<file path="config.mk">
export PLATFORM = sky130hd
export DESIGN_NAME = rr_arbiter4
export DESIGN_NICKNAME = d
export VERILOG_FILES = /design/src/rtl/rr_arb_pkg.sv /design/src/rtl/rr_prio_enc4.sv /design/src/rtl/rr_arbiter4.sv
export SDC_FILE = /design/constraint.sdc
export NUM_CORES = 1
export LEC_CHECK = 0
export ABC_AREA = 1
export BUFFER_PORTS_ARGS = -buffer_cell sky130_fd_sc_hd__buf_2
export CAP_MARGIN = 0
export CORE_ASPECT_RATIO = 0.75
export CORE_MARGIN = 2
export CORE_UTILIZATION = 30
export CTS_BUF_LIST = sky130_fd_sc_hd__clkbuf_4 sky130_fd_sc_hd__clkbuf_8
export CTS_CLUSTER_SIZE = 16
export DETAILED_ROUTE_END_ITERATION = 8
export PLACE_DENSITY = 0.52
export SLEW_MARGIN = 20
export SYNTH_ARGS = -nofsm -noshare
export SYNTH_HDL_FRONTEND = slang
export SYNTH_HIERARCHICAL = 1
export SYNTH_SLANG_ARGS = --single-unit
export TNS_END_PERCENT = 50
</file>
<file path="constraint.sdc">
create_clock -name clk -period 4.5 [get_ports clk]
set_clock_uncertainty 0.2 [all_clocks]
set_input_delay 0.9 -clock clk [delete_from_list [all_inputs] [get_ports clk]]
set_output_delay 0.9 -clock clk [all_outputs]
set_load 0.1 [all_outputs]
</file>
<file path="src/rtl/rr_arb_pkg.sv">
// Shared definitions for the 4-way round-robin arbiter: requester count,
// index/counter widths, FSM state encoding, default hold limit and a
// one-hot helper used when a grant is issued.
package rr_arb_pkg;

   localparam int unsigned NUM_REQ      = 4;
   localparam int unsigned IDX_W        = 2;
   localparam int unsigned HCNT_W       = 8;
   localparam int unsigned DEF_MAX_HOLD = 8;

   typedef enum logic [0:0] {
      IDLE  = 1'b0,
      GRANT = 1'b1
   } state_t;

   // Binary requester index to one-hot grant vector.
   function automatic logic [NUM_REQ-1:0] idx_to_onehot(input logic [IDX_W-1:0] idx);
      return NUM_REQ'(1) << idx;
   endfunction

endpackage : rr_arb_pkg

</file>
<file path="src/rtl/rr_prio_enc4.sv">
// Rotating priority encoder: finds the first set bit of req scanning
// ptr, ptr+1, ptr+2, ptr+3 (mod 4).
//   req   : request vector, bit n = requester n
//   ptr   : highest-priority requester index
//   valid : any request present
//   index : winning requester index (0 when no request)
module rr_prio_enc4
   import rr_arb_pkg::*;
(
   input  logic [NUM_REQ-1:0] req,
   input  logic [IDX_W-1:0]   ptr,
   output logic               valid,
   output logic [IDX_W-1:0]   index
);

   logic [IDX_W-1:0] cand;

   // First match in rotated order wins; later candidates are ignored.
   always_comb begin
      valid = 1'b0;
      index = '0;
      cand  = '0;
      for (int unsigned i = 0; i < NUM_REQ; i++) begin
         cand = ptr + IDX_W'(i);
         if (!valid && req[cand]) begin
            valid = 1'b1;
            index = cand;
         end
      end
   end

endmodule : rr_prio_enc4

</file>
<file path="src/rtl/rr_arbiter4.sv">
// Four-requester round-robin arbiter with bounded grant hold time.
// A grant is released when the owner drops its request, the enable falls,
// or the hold limit is reached; every release is followed by at least one
// idle cycle, and the pointer then moves past the released owner.
//   clk    : clock, rising edge
//   rst_n  : asynchronous active-low reset
//   e      : enable; low blocks new grants and releases the current one
//   req    : level requests, bit n = requester n
//   gnt    : registered one-hot grant, zero when idle
//   gnt_id : registered binary index of the grant, zero when idle
//   busy   : registered, high while a grant is active
module rr_arbiter4
   import rr_arb_pkg::*;
#(
   parameter int unsigned MAX_HOLD = DEF_MAX_HOLD
)
(
   input  logic               clk,
   input  logic               rst_n,
   input  logic               e,
   input  logic [NUM_REQ-1:0] req,
   output logic [NUM_REQ-1:0] gnt,
   output logic [IDX_W-1:0]   gnt_id,
   output logic               busy
);

   localparam logic [HCNT_W-1:0] HOLD_LIMIT = HCNT_W'(MAX_HOLD);

   state_t              state_q, state_d;
   logic [IDX_W-1:0]    ptr_q, ptr_d;
   logic [HCNT_W-1:0]   hcnt_q, hcnt_d;
   logic [NUM_REQ-1:0]  gnt_q, gnt_d;
   logic [IDX_W-1:0]    gnt_id_q, gnt_id_d;
   logic                busy_q, busy_d;

   logic                enc_valid;
   logic [IDX_W-1:0]    enc_idx;
   logic                release_c;

   rr_prio_enc4 u_enc (
      .req   (req),
      .ptr   (ptr_q),
      .valid (enc_valid),
      .index (enc_idx)
   );

   // gnt_id_q names the owner while in GRANT.
   assign release_c = !req[gnt_id_q] || !e || (hcnt_q == HOLD_LIMIT);

   // Next-state and next-output logic.
   always_comb begin
      state_d  = state_q;
      ptr_d    = ptr_q;
      hcnt_d   = hcnt_q;
      gnt_d    = gnt_q;
      gnt_id_d = gnt_id_q;
      busy_d   = busy_q;
      case (state_q)
         IDLE: begin
            if (e && enc_valid) begin
               state_d  = GRANT;
               gnt_d    = idx_to_onehot(enc_idx);
               gnt_id_d = enc_idx;
               busy_d   = 1'b1;
               hcnt_d   = HCNT_W'(1);
            end
         end
         GRANT: begin
            if (release_c) begin
               // Always pass through IDLE, even if requests are pending.
               state_d  = IDLE;
               gnt_d    = '0;
               gnt_id_d = '0;
               busy_d   = 1'b0;
               hcnt_d   = '0;
               ptr_d    = gnt_id_q + IDX_W'(1);
            end else begin
               hcnt_d = hcnt_q + HCNT_W'(1);
            end
         end
         default: begin
            state_d  = IDLE;
            gnt_d    = '0;
            gnt_id_d = '0;
            busy_d   = 1'b0;
            hcnt_d   = '0;
         end
      endcase
   end

   // State and output registers.
   always_ff @(posedge clk or negedge rst_n) begin
      if (!rst_n) begin
         state_q  <= IDLE;
         ptr_q    <= '0;
         hcnt_q   <= '0;
         gnt_q    <= '0;
         gnt_id_q <= '0;
         busy_q   <= 1'b0;
      end else begin
         state_q  <= state_d;
         ptr_q    <= ptr_d;
         hcnt_q   <= hcnt_d;
         gnt_q    <= gnt_d;
         gnt_id_q <= gnt_id_d;
         busy_q   <= busy_d;
      end
   end

   assign gnt    = gnt_q;
   assign gnt_id = gnt_id_q;
   assign busy   = busy_q;

endmodule : rr_arbiter4

</file>
==> impl_metrics.env <==
export IMPL_drive_above_1_share=0.2263
export IMPL_p_leak_nw=0.7578
export IMPL_min_path_cells=2
export IMPL_max_cap_violations=0
export IMPL_place_congestion=0.7517
export IMPL_r2r_start="ptr_q[0]$_DFFE_PN0P_"
export IMPL_clock_latency_ps=250
export IMPL_yosys_cell_count_top_type="nand2_1"
export IMPL_synth_async_reset_ratio=1.000
export IMPL_switching_share=0.5603
export IMPL_path_class="reg2reg"
export IMPL_crit_path_end_kind="register"
export IMPL_vias_per_cell=4.445
export IMPL_grt_max_degree=19
export IMPL_wirelength_um=2516
export IMPL_wl_per_cell_um=10.27
export IMPL_post_route_drc_count=0
export IMPL_reg2reg_slack_ps=2210
export IMPL_seqPwrFrac=0.263
export IMPL_grt_pass1_wl_um=4567
export IMPL_worst_r2r_endpoint="gnt[1]$_DFFE_PN0P_"
export IMPL_clockBufferDepth=2
export IMPL_min_period_ps=2294
export IMPL_core_area_um2=4029
export IMPL_cts_resized_gates=0
export IMPL_hold_path_class="reg2reg"
export IMPL_hpwl_um=1963
export IMPL_outcome="finished, final reports clean"
export IMPL_utilization=0.3550
export IMPL_cts_root_buffer="clkbuf_8"
export IMPL_vias=1089
export IMPL_syn_inst=174
export IMPL_yosys_area_top_type="dfrtp_1"
export IMPL_tns_ps=0
export IMPL_worst_pin_slew_ps=490.6
export IMPL_register_area_um2=450.4
export IMPL_arrival_ps=2290
export IMPL_synth_edf_count=0
export IMPL_syn_num_nets=183
export IMPL_final_max_slew_violation_count=0
export IMPL_multi_input_area_um2=681.9
export IMPL_start_util=0.3109
export IMPL_startpoint_type="register"
export IMPL_r2r_cells=9
export IMPL_crit_required_ps=4490
export IMPL_power_density_nw_per_um2=702.6
export IMPL_design_area_um2=1430
export IMPL_p_int_mw=0.4419
export IMPL_fill_cells=418
export IMPL_pin_count=14
export IMPL_track_usage=0.1237
export IMPL_yosysSeqAreaShare=0.3596
export IMPL_detail_route_antenna_nets=0
export IMPL_clk_pin_slew_ps=70
export IMPL_syn_to_final_growth_pct=14.19
export IMPL_postCtsSetupBuffers=0
export IMPL_ys_seq_elements=18
export IMPL_htree_levels=1
export IMPL_synth_main_ff_cell="dfrtp_1"
export IMPL_post_route_period_util=0.5097
export IMPL_holdCritStartpoint="gnt[2]$_DFFE_PN0P_"
export IMPL_syn_area_um2=1252
export IMPL_worstPathMaxFanout=12
export IMPL_p_switching_mw=0.5630
export IMPL_p_clk_frac=0.132
export IMPL_drt_iter0_markers=42
export IMPL_synthTopCellsByCount="nand2_1, inv_1, dfrtp_1, nand2_2, nor2_1"
export IMPL_setup_worst_path_start="ptr_q[0]$_DFFE_PN0P_"
export IMPL_die_h_um=59.96
export IMPL_rsz0062_at_grt="no"
export IMPL_diodes=0
export IMPL_yosysUniqueCellTypes=22
export IMPL_fmax_ghz=0.4360
export IMPL_cts_sinks=18
export IMPL_yosys_warnings=6
export IMPL_antenna_found_initial=0
export IMPL_numPortBuffers=13
export IMPL_place_area_um2=1375
export IMPL_setup_violations=0
export IMPL_relSlewSlack=0.6752
export IMPL_nNetsFinal=200
export IMPL_cts_made_buffers=3
export IMPL_avgSynthCellArea_um2=7.198
export IMPL_drt_pass1_iterations=4
export IMPL_synthTopCellsByArea="dfrtp_1, nand2_1, inv_1"
export IMPL_comb_power_share=0.605
export IMPL_cts_tree="done"
export IMPL_rows=20
export IMPL_grt_pass1_vias=1023
export IMPL_overflow=0
export IMPL_synth_top_area_frac=0.3596
export IMPL_finalHoldViolCount=0
export IMPL_die_x_um=78.61
export IMPL_max_vdd_ir_drop_uv=415.3
export IMPL_hold_end="gnt[2]$_DFFE_PN0P_"
export IMPL_design_die_area_um2=4713
export IMPL_hold_buffers=0
==> layout make-up <==
cell class	instances	area share
tap	55	0.04812
inverter	29	0.07612
sequential	18	0.3150
multi-input combinational	126	0.4768
clock buffer	4	0.03850
timing repair buffer	13	0.04549
==> power groups by stage <==
stage / registers, mW / logic, mW / clock network [mW]
after floorplan: 0.403 / 0.375 / 0
after detailed placement: 0.268 / 0.609 / 0
after CTS: 0.265 / 0.612 / 0.137
after global placement: 0.269 / 0.615 / 0
final: 0.264 / 0.608 / 0.133
after global routing: 0.274 / 0.674 / 0.147
==> per-layer routing <==
layer  track usage  vias up  share of wire
li1              -      574              -
met1        0.1738      500           0.55
met2        0.1917       13           0.41
met3       0.03172        2          0.031
met4       0.03008        0         0.0091
met5             0        -              0
==> worst max-delay path by stage <==
stage | to | slack [ps] | cells after the start
4_1_cts | gnt_id[0] | 2200 | 1
3_3_place_gp | gnt[2]$_DFFE_PN0P_ | 1990 | 10
2_1_floorplan | gnt[1]$_DFFE_PN0P_ | 2360 | 9
6_report | gnt[1]$_DFFE_PN0P_ | 2210 | 9
3_5_place_dp | gnt[1]$_DFFE_PN0P_ | 2010 | 10
5_1_grt | gnt[1]$_DFFE_PN0P_ | 1970 | 10
==> layout by cell type, fill, tap and decap left out, drive strengths merged <==
cell    synthesis  layout
ha              2       2
buf             1      13
o21ai           8       8
xor2            3       3
xnor2           2       2
dfrtp          18      18
nor2           14      14
a21oi           2       2
nand3b          2       2
inv            29      29
nand3          13      13
nand4           5       5
o22ai           6       6
clkbuf          0       4
nand2          69      69
==> cell families after synthesis <==
family | after synthesis | share of synthesized area
simple gates | 103 | 0.4196
buf+inv | 30 | 0.09591
flops | 18 | 0.3596
compound gates | 16 | 0.06993
xor+xnor | 5 | 0.03497
fa+ha+maj | 2 | 0.01998
==> stage by stage <==
| stage | setup slack [ps] | power (mW) | hold WS (ps) | cells |
|---|---|---|---|---|
| after floorplan | 2365 | 0.7789 | 312.8 | 174 |
| after global placement | 1987 | 0.8841 | 262.5 | 241 |
| after detailed placement | 2009 | 0.8769 | 258.7 | 241 |
| after CTS | 2195 | 1.014 | 275.9 | 245 |
| after global routing | 1974 | 1.094 | 288.5 | 245 |
| final | 2206 | 1.005 | 273.4 | 245 |
==> state kept, by name, indices dropped and copies added (netlist names) <==
name	flops
ptr_q	2
busy	1
gnt_id	2
state_q	1
hcnt_q	8
gnt	4
==> critical path, stage by stage (launching register included) <==
cell and delay [ps]:
dfrtp_1 620, inv_2 170, nand2_4 110, nand2_4 60, o21ai_1 190, nand3b_1 140, nand2_1 110, nor2_1 360
nand4_1 160, nand2_1 110
Note: power is estimated with default switching activity, not from simulation.
